**src/rtl/common.sv**
```systemverilog
// common: basic fixed-width scalar types shared across the pipeline.
//   u1  - single bit
//   u32 - 32-bit word
//   u64 - 64-bit doubleword
package common;
  typedef logic        u1;
  typedef logic [31:0] u32;
  typedef logic [63:0] u64;
endpackage

```
**src/rtl/fetch_reg_pkg.sv**
```systemverilog
// fetch_reg_pkg: skid-buffer occupancy states for the IF/ID register and the
// occupancy transition function shared by the skid FIFO.
//   ST_EMPTY / ST_ONE / ST_FULL - number of buffered instructions (0/1/2).
//   skid_next_state()           - next occupancy given accepted push/pop.
package fetch_reg_pkg;
  localparam logic [1:0] ST_EMPTY = 2'd0;
  localparam logic [1:0] ST_ONE   = 2'd1;
  localparam logic [1:0] ST_FULL  = 2'd2;

  // push/pop are the already-qualified (accepted) operations.
  function automatic logic [1:0] skid_next_state(input logic [1:0] st,
                                                 input logic       push,
                                                 input logic       pop);
    logic [1:0] nxt;
    nxt = st;
    case (st)
      ST_EMPTY: if (push)         nxt = ST_ONE;
      ST_ONE: begin
        if (push && !pop)         nxt = ST_FULL;
        else if (pop && !push)    nxt = ST_EMPTY;
      end
      ST_FULL:  if (pop && !push) nxt = ST_ONE;
      default:                    nxt = ST_EMPTY;
    endcase
    return nxt;
  endfunction
endpackage

```
**src/rtl/pipes.sv**
```systemverilog
// pipes: payload types carried between pipeline stages.
//   fetch_data_t - one fetched instruction: valid flag, its PC and raw encoding.
package pipes;
  import common::*;

  typedef struct packed {
    u1  valid;
    u64 pc;
    u32 raw_instr;
  } fetch_data_t;
endpackage

```
**src/rtl/fetch_skid.sv**
```systemverilog
// fetch_skid: small circular FIFO holding instructions that arrived from fetch
// while decode was held.
//   clk, reset - clock, synchronous active-high reset
//   push, din  - write din at the tail (ignored when full unless also popping)
//   pop        - drop the head entry (ignored when empty)
//   clear      - discard all entries (redirect)
//   head       - oldest entry, valid whenever count != ST_EMPTY
//   count      - occupancy (ST_EMPTY / ST_ONE / ST_FULL)
module fetch_skid
  import pipes::*;
  import fetch_reg_pkg::*;
#(
  parameter int DEPTH = 2
) (
  input  logic        clk,
  input  logic        reset,
  input  logic        push,
  input  logic        pop,
  input  logic        clear,
  input  fetch_data_t din,
  output fetch_data_t head,
  output logic [1:0]  count
);

  fetch_data_t mem_q [DEPTH];
  logic        rd_ptr_q;
  logic [1:0]  count_q, count_d;
  logic        wr_idx;
  logic        push_ok, pop_ok;

  // Popping frees a slot in the same cycle, so full+push+pop is legal.
  assign pop_ok  = pop && (count_q != ST_EMPTY);
  assign push_ok = push && ((count_q != ST_FULL) || pop_ok);

  // Tail sits count entries past the head; when full it lands on the slot
  // being popped, which is read combinationally before being overwritten.
  assign wr_idx  = rd_ptr_q ^ count_q[0];

  assign count_d = skid_next_state(count_q, push_ok, pop_ok);

  always_ff @(posedge clk) begin
    if (reset || clear) begin
      count_q  <= ST_EMPTY;
      rd_ptr_q <= 1'b0;
    end else begin
      count_q <= count_d;
      if (pop_ok) rd_ptr_q <= ~rd_ptr_q;
    end
  end

  // NOTE: storage is deliberately not reset; occupancy alone decides what is
  // live, and leaving the data array reset-free keeps it plain flops/RAM.
  always_ff @(posedge clk) begin
    if (push_ok) mem_q[wr_idx] <= din;
  end

  assign head  = mem_q[rd_ptr_q];
  assign count = count_q;

endmodule

```
**src/rtl/fetch_reg.sv**
```systemverilog
// fetch_reg: IF/ID pipeline register with a 2-entry skid buffer.
//   clk, reset - clock, synchronous active-high reset
//   dataF      - instruction from fetch (valid is a one-cycle pulse)
//   stallD     - decode hold (OR of downstream stalls)
//   flush      - redirect: drop everything held or arriving
//   dataF_nxt  - registered instruction presented to decode
//   stallF     - fetch must hold its PC and not present a new valid
// Per-cycle priority: reset > flush > stallD > advance.
module fetch_reg
  import pipes::*;
  import fetch_reg_pkg::*;
#(
  parameter int SKID_DEPTH = 2
) (
  input  logic        clk,
  input  logic        reset,
  input  fetch_data_t dataF,
  input  logic        stallD,
  input  logic        flush,
  output fetch_data_t dataF_nxt,
  output logic        stallF
);

  fetch_data_t out_q, out_d;
  fetch_data_t skid_head;
  logic [1:0]  skid_count;
  logic        skid_push, skid_pop;

  fetch_skid #(
    .DEPTH (SKID_DEPTH)
  ) u_skid (
    .clk   (clk),
    .reset (reset),
    .push  (skid_push),
    .pop   (skid_pop),
    .clear (flush),
    .din   (dataF),
    .head  (skid_head),
    .count (skid_count)
  );

  // NOTE: every signal driven here gets a default first, so no path through
  // the if/else chain can leave one unassigned and infer a latch.
  always_comb begin
    skid_push = 1'b0;
    skid_pop  = 1'b0;
    out_d     = out_q;
    if (flush) begin
      out_d = '0;
    end else if (stallD) begin
      // Decode holds its instruction; absorb arrivals while space remains.
      skid_push = dataF.valid && (skid_count != ST_FULL);
    end else if (skid_count == ST_EMPTY) begin
      // Nothing buffered: bypass straight through (an invalid input is a bubble).
      out_d = dataF;
    end else begin
      // Drain oldest first; a new arrival queues behind the buffered ones.
      out_d     = skid_head;
      skid_pop  = 1'b1;
      skid_push = dataF.valid;
    end
  end

  // NOTE: state updates use non-blocking assignments so every flop samples
  // pre-edge values regardless of block ordering.
  always_ff @(posedge clk) begin
    if (reset) out_q <= '0;
    else       out_q <= out_d;
  end

  assign dataF_nxt = out_q;
  // Combinational from stallD: fetch must see the hold in the same cycle.
  assign stallF    = (skid_count == ST_FULL) && stallD && !flush;

  // Fetch must never present an instruction while told to stall.
  assert property (@(posedge clk) disable iff (reset)
                   !(stallD && !flush && dataF.valid && (skid_count == ST_FULL)))
    else $error("fetch_reg: valid instruction presented while skid buffer full");

endmodule

```
**config.mk**
```make
export PLATFORM = sky130hd
export DESIGN_NAME = fetch_reg
export DESIGN_NICKNAME = d
export VERILOG_FILES = /design/src/rtl/common.sv /design/src/rtl/fetch_reg_pkg.sv /design/src/rtl/pipes.sv /design/src/rtl/fetch_skid.sv /design/src/rtl/fetch_reg.sv
export SDC_FILE = /design/constraint.sdc
export NUM_CORES = 1
export LEC_CHECK = 0
export BUFFER_PORTS_ARGS = -buffer_cell sky130_fd_sc_hd__buf_2
export CAP_MARGIN = 20
export CELL_PAD_IN_SITES_DETAIL_PLACEMENT = 0
export CELL_PAD_IN_SITES_GLOBAL_PLACEMENT = 1
export CORE_ASPECT_RATIO = 1.4
export CORE_MARGIN = 10
export CORE_UTILIZATION = 25
export DETAILED_ROUTE_END_ITERATION = 16
export GPL_ROUTABILITY_DRIVEN = 0
export PLACE_DENSITY = 0.59
export SLEW_MARGIN = 30
export SYNTH_ARGS = -nofsm -noshare
export SYNTH_HDL_FRONTEND = slang
export SYNTH_SLANG_ARGS = --single-unit
export TNS_END_PERCENT = 10
```
**constraint.sdc**
```tcl
create_clock -name clk -period 22.9 [get_ports clk]
set_clock_uncertainty 0.15 [all_clocks]
set_input_delay 5.725 -clock clk [delete_from_list [all_inputs] [get_ports clk]]
set_output_delay 5.725 -clock clk [all_outputs]
set_load 0.1 [all_outputs]
```
==> out/results.ini <==
[worst_setup_path]
worstSetupPathType = in -> out
worstPathMaxFanout = 53
ff2ff_path_depth = 4
timing.rr.start = u_skid.count[0]$_SDFFE_PP0P_
rr_endpoint = dataF_nxt[63]$_SDFFE_PP0N_
worstPathRequired_ns = 17.03
end_kind = output pin
arrival_ns = 6.96
r2r_slack_ns = 20.27
worstSetupStartpointType = primary input

[routing]
drtPass1Iterations = 6
num_vias = 6676
routed_wl_microns = 28800
wl_met1_microns = 12100
ant_nets = 0
dr.max_layer_used = met5
met2WireLength_microns = 14400
drt_iter0_drc = 329
wl_met3_microns = 1640
via_per_inst = 4.66
post_drt_wl_per_cell_microns = 20.1
route.detailed.drc = 0

[timing]
setup_viol = 0
holdWs_ns = 0.379
fin_tns_setup_ns = 0
fin_crit_sh_pct = 56.0
rsz0062_at_grt = no
max_clock_freq_mhz = 77.9
tightest_slew_ns = 0.963
setup_ws_ns = 10.07
relSlewSlack_pct = 35.8
maxSlewViolCount = 0
min_period_ns = 12.83
hold_violations = 0

[grt]
track_usage_pct = 10.8
antenna_found_initial = 2
grt_pass1_wl_microns = 44600
gr-total-overflow = 0
grt_max_degree = 54
first_global_vias = 7276

[cts]
cts_made_buffers = 30
clkLatencyLatePin_ns = 0.57
cts-root-buf = clkbuf_16
cts_resized = 0
cts_setup_buffers = 0
clk_pin_slew_ns = 0.07
cts_tree = built
clock_sinks = 295
htreeDepth = 1
cts_hold_buffers = 0
clockBufferDepth = 3

[floorplan]
chipHeight_microns = 266
core.rowCount = 90
core_sq_um = 42900
start_util_pct = 25.1
die_w_microns = 196
ios = 199
fp.dieArea_sq_um = 52000

[placed_design]
pre_cts_ws_ns = 10.04
dp_cells = 1376
portBuffers = 198
dp_hpwl_microns = 17400

[hold_path]
hold_depth = 2
hp-start = u_skid.mem_q[0][95]$_DFFE_PP_
holdPathEnd = dataF_nxt[95]$_SDFFE_PP0N_
min_path_type = reg -> reg

[finish]
final_common_cell = buf_2
fin_nets = 957
antenna_cells = 0
area_growth_pct = 22.5
final_cell_mix = buf_2, edfxtp_1, a21oi_1, dfxtp_1, mux2i_1
fillers = 4356
drive_gt1_share_pct = 32.4
multiInputGateArea_sq_um = 2700
seq_area_sq_um = 7850
final_cells = 1432

[power]
p_sw_share_pct = 26.2
p_int_uw = 855
leakagePower_nw = 4.53
ir_worst_vdd_mv = 0.0536
power_frac_clock_pct = 39.3
powerDensity_nw_per_um2 = 87.7
combPwrFrac_pct = 9.9
p_seq_share_pct = 50.9
p_sw_uw = 303

[yosys]
syn_area_per_cell_sq_um = 16.1
ys_seq_area_share_pct = 72.8
synthCells = 671
synth_seq_cells = 295
synth_cell_type_count = 25
syn_nets = 772
yosys_warnings = 0
syn-cell-area_sq_um = 10800

[job]
cap_violations = 0

[outcome]
status = finished, final reports clean

-- routing by layer --
metal | vias to the layer above | global-route usage [%]
met4 | 4 | 3.43
met2 | 162 | 18.9
met1 | 3393 | 12.7
met5 | - | 0
li1 | 3073 | -
met3 | 44 | 2.49
-- logic make-up after synthesis --
group / Yosys count / share of synthesized area, %
flops: 295 / 72.8
compound gates: 201 / 14.5
xor+xnor: 3 / 0.244
mux: 97 / 9.00
simple gates: 19 / 0.870
buf+inv: 56 / 2.61
-- cell type report --
class                      count  area share, %
inverter                       1         0.0473
tap                          552           5.23
clock inverter                13          0.530
sequential                   295           59.4
timing repair buffer         208           8.10
multi-input combinational    320           20.4
clock buffer                  43           6.29
-- synth_stat cells (all sizes together) --
cell type,n,share of area (%)
xnor2,1,0.081
o221ai,97,9.6
xor2,2,0.16
or3,1,0.058
buf,31,1.7
clkbuf,24,0.84
or2,1,0.058
a21oi,101,4.7
nand2,3,0.10
o21ai,1,0.046
edfxtp,194,54
nor2,7,0.24
nand3,1,0.046
inv,1,0.035
a32oi,1,0.081
mux2i,97,9.0
nor2b,4,0.23
nor3b,1,0.070
dfxtp,101,19
nand2b,1,0.058
o21ba,1,0.093
-- stage by stage --
step / total power [mW] / cell area [sq um] / utilization, %
finish: 1.16 / 13200 / 30.8
global route: 1.21 / 13200 / 30.8
CTS: 1.18 / 13200 / 30.8
detailed placement: 0.717 / 12300 / 28.7
global placement: 0.715 / 12300 / 28.7
floorplan: 0.683 / 10800 / -
-- power by group through the flow --
stage	clock [mW]	sequential, mW	combinational (mW)
floorplan	0	0.655	0.0277
global placement	0	0.600	0.115
detailed placement	0	0.601	0.116
global route	0.498	0.590	0.121
finish	0.455	0.589	0.114
CTS	0.476	0.589	0.116
-- flip-flops by register name, summed over array words and instances, names as in the netlist, named ones only --
signal,count
u_skid.rd_ptr_q,1
dataF_nxt,97
u_skid.mem_q,194
u_skid.count,2
-- critical path, stage by stage --
cell     delay, ns
buf_2         0.18
inv_4         0.29
nor3b_1       0.28
buf_2         0.46
-- how the worst max path moves through the flow --
stage	startpoint	cells past startpoint	endpoint
2_1_floorplan	stallD	4	stallF
4_1_cts	stallD	4	stallF
3_3_place_gp	stallD	4	stallF
5_1_grt	stallD	4	stallF
3_5_place_dp	stallD	4	stallF
6_report	stallD	4	stallF
(Power assumes the default switching activity.)
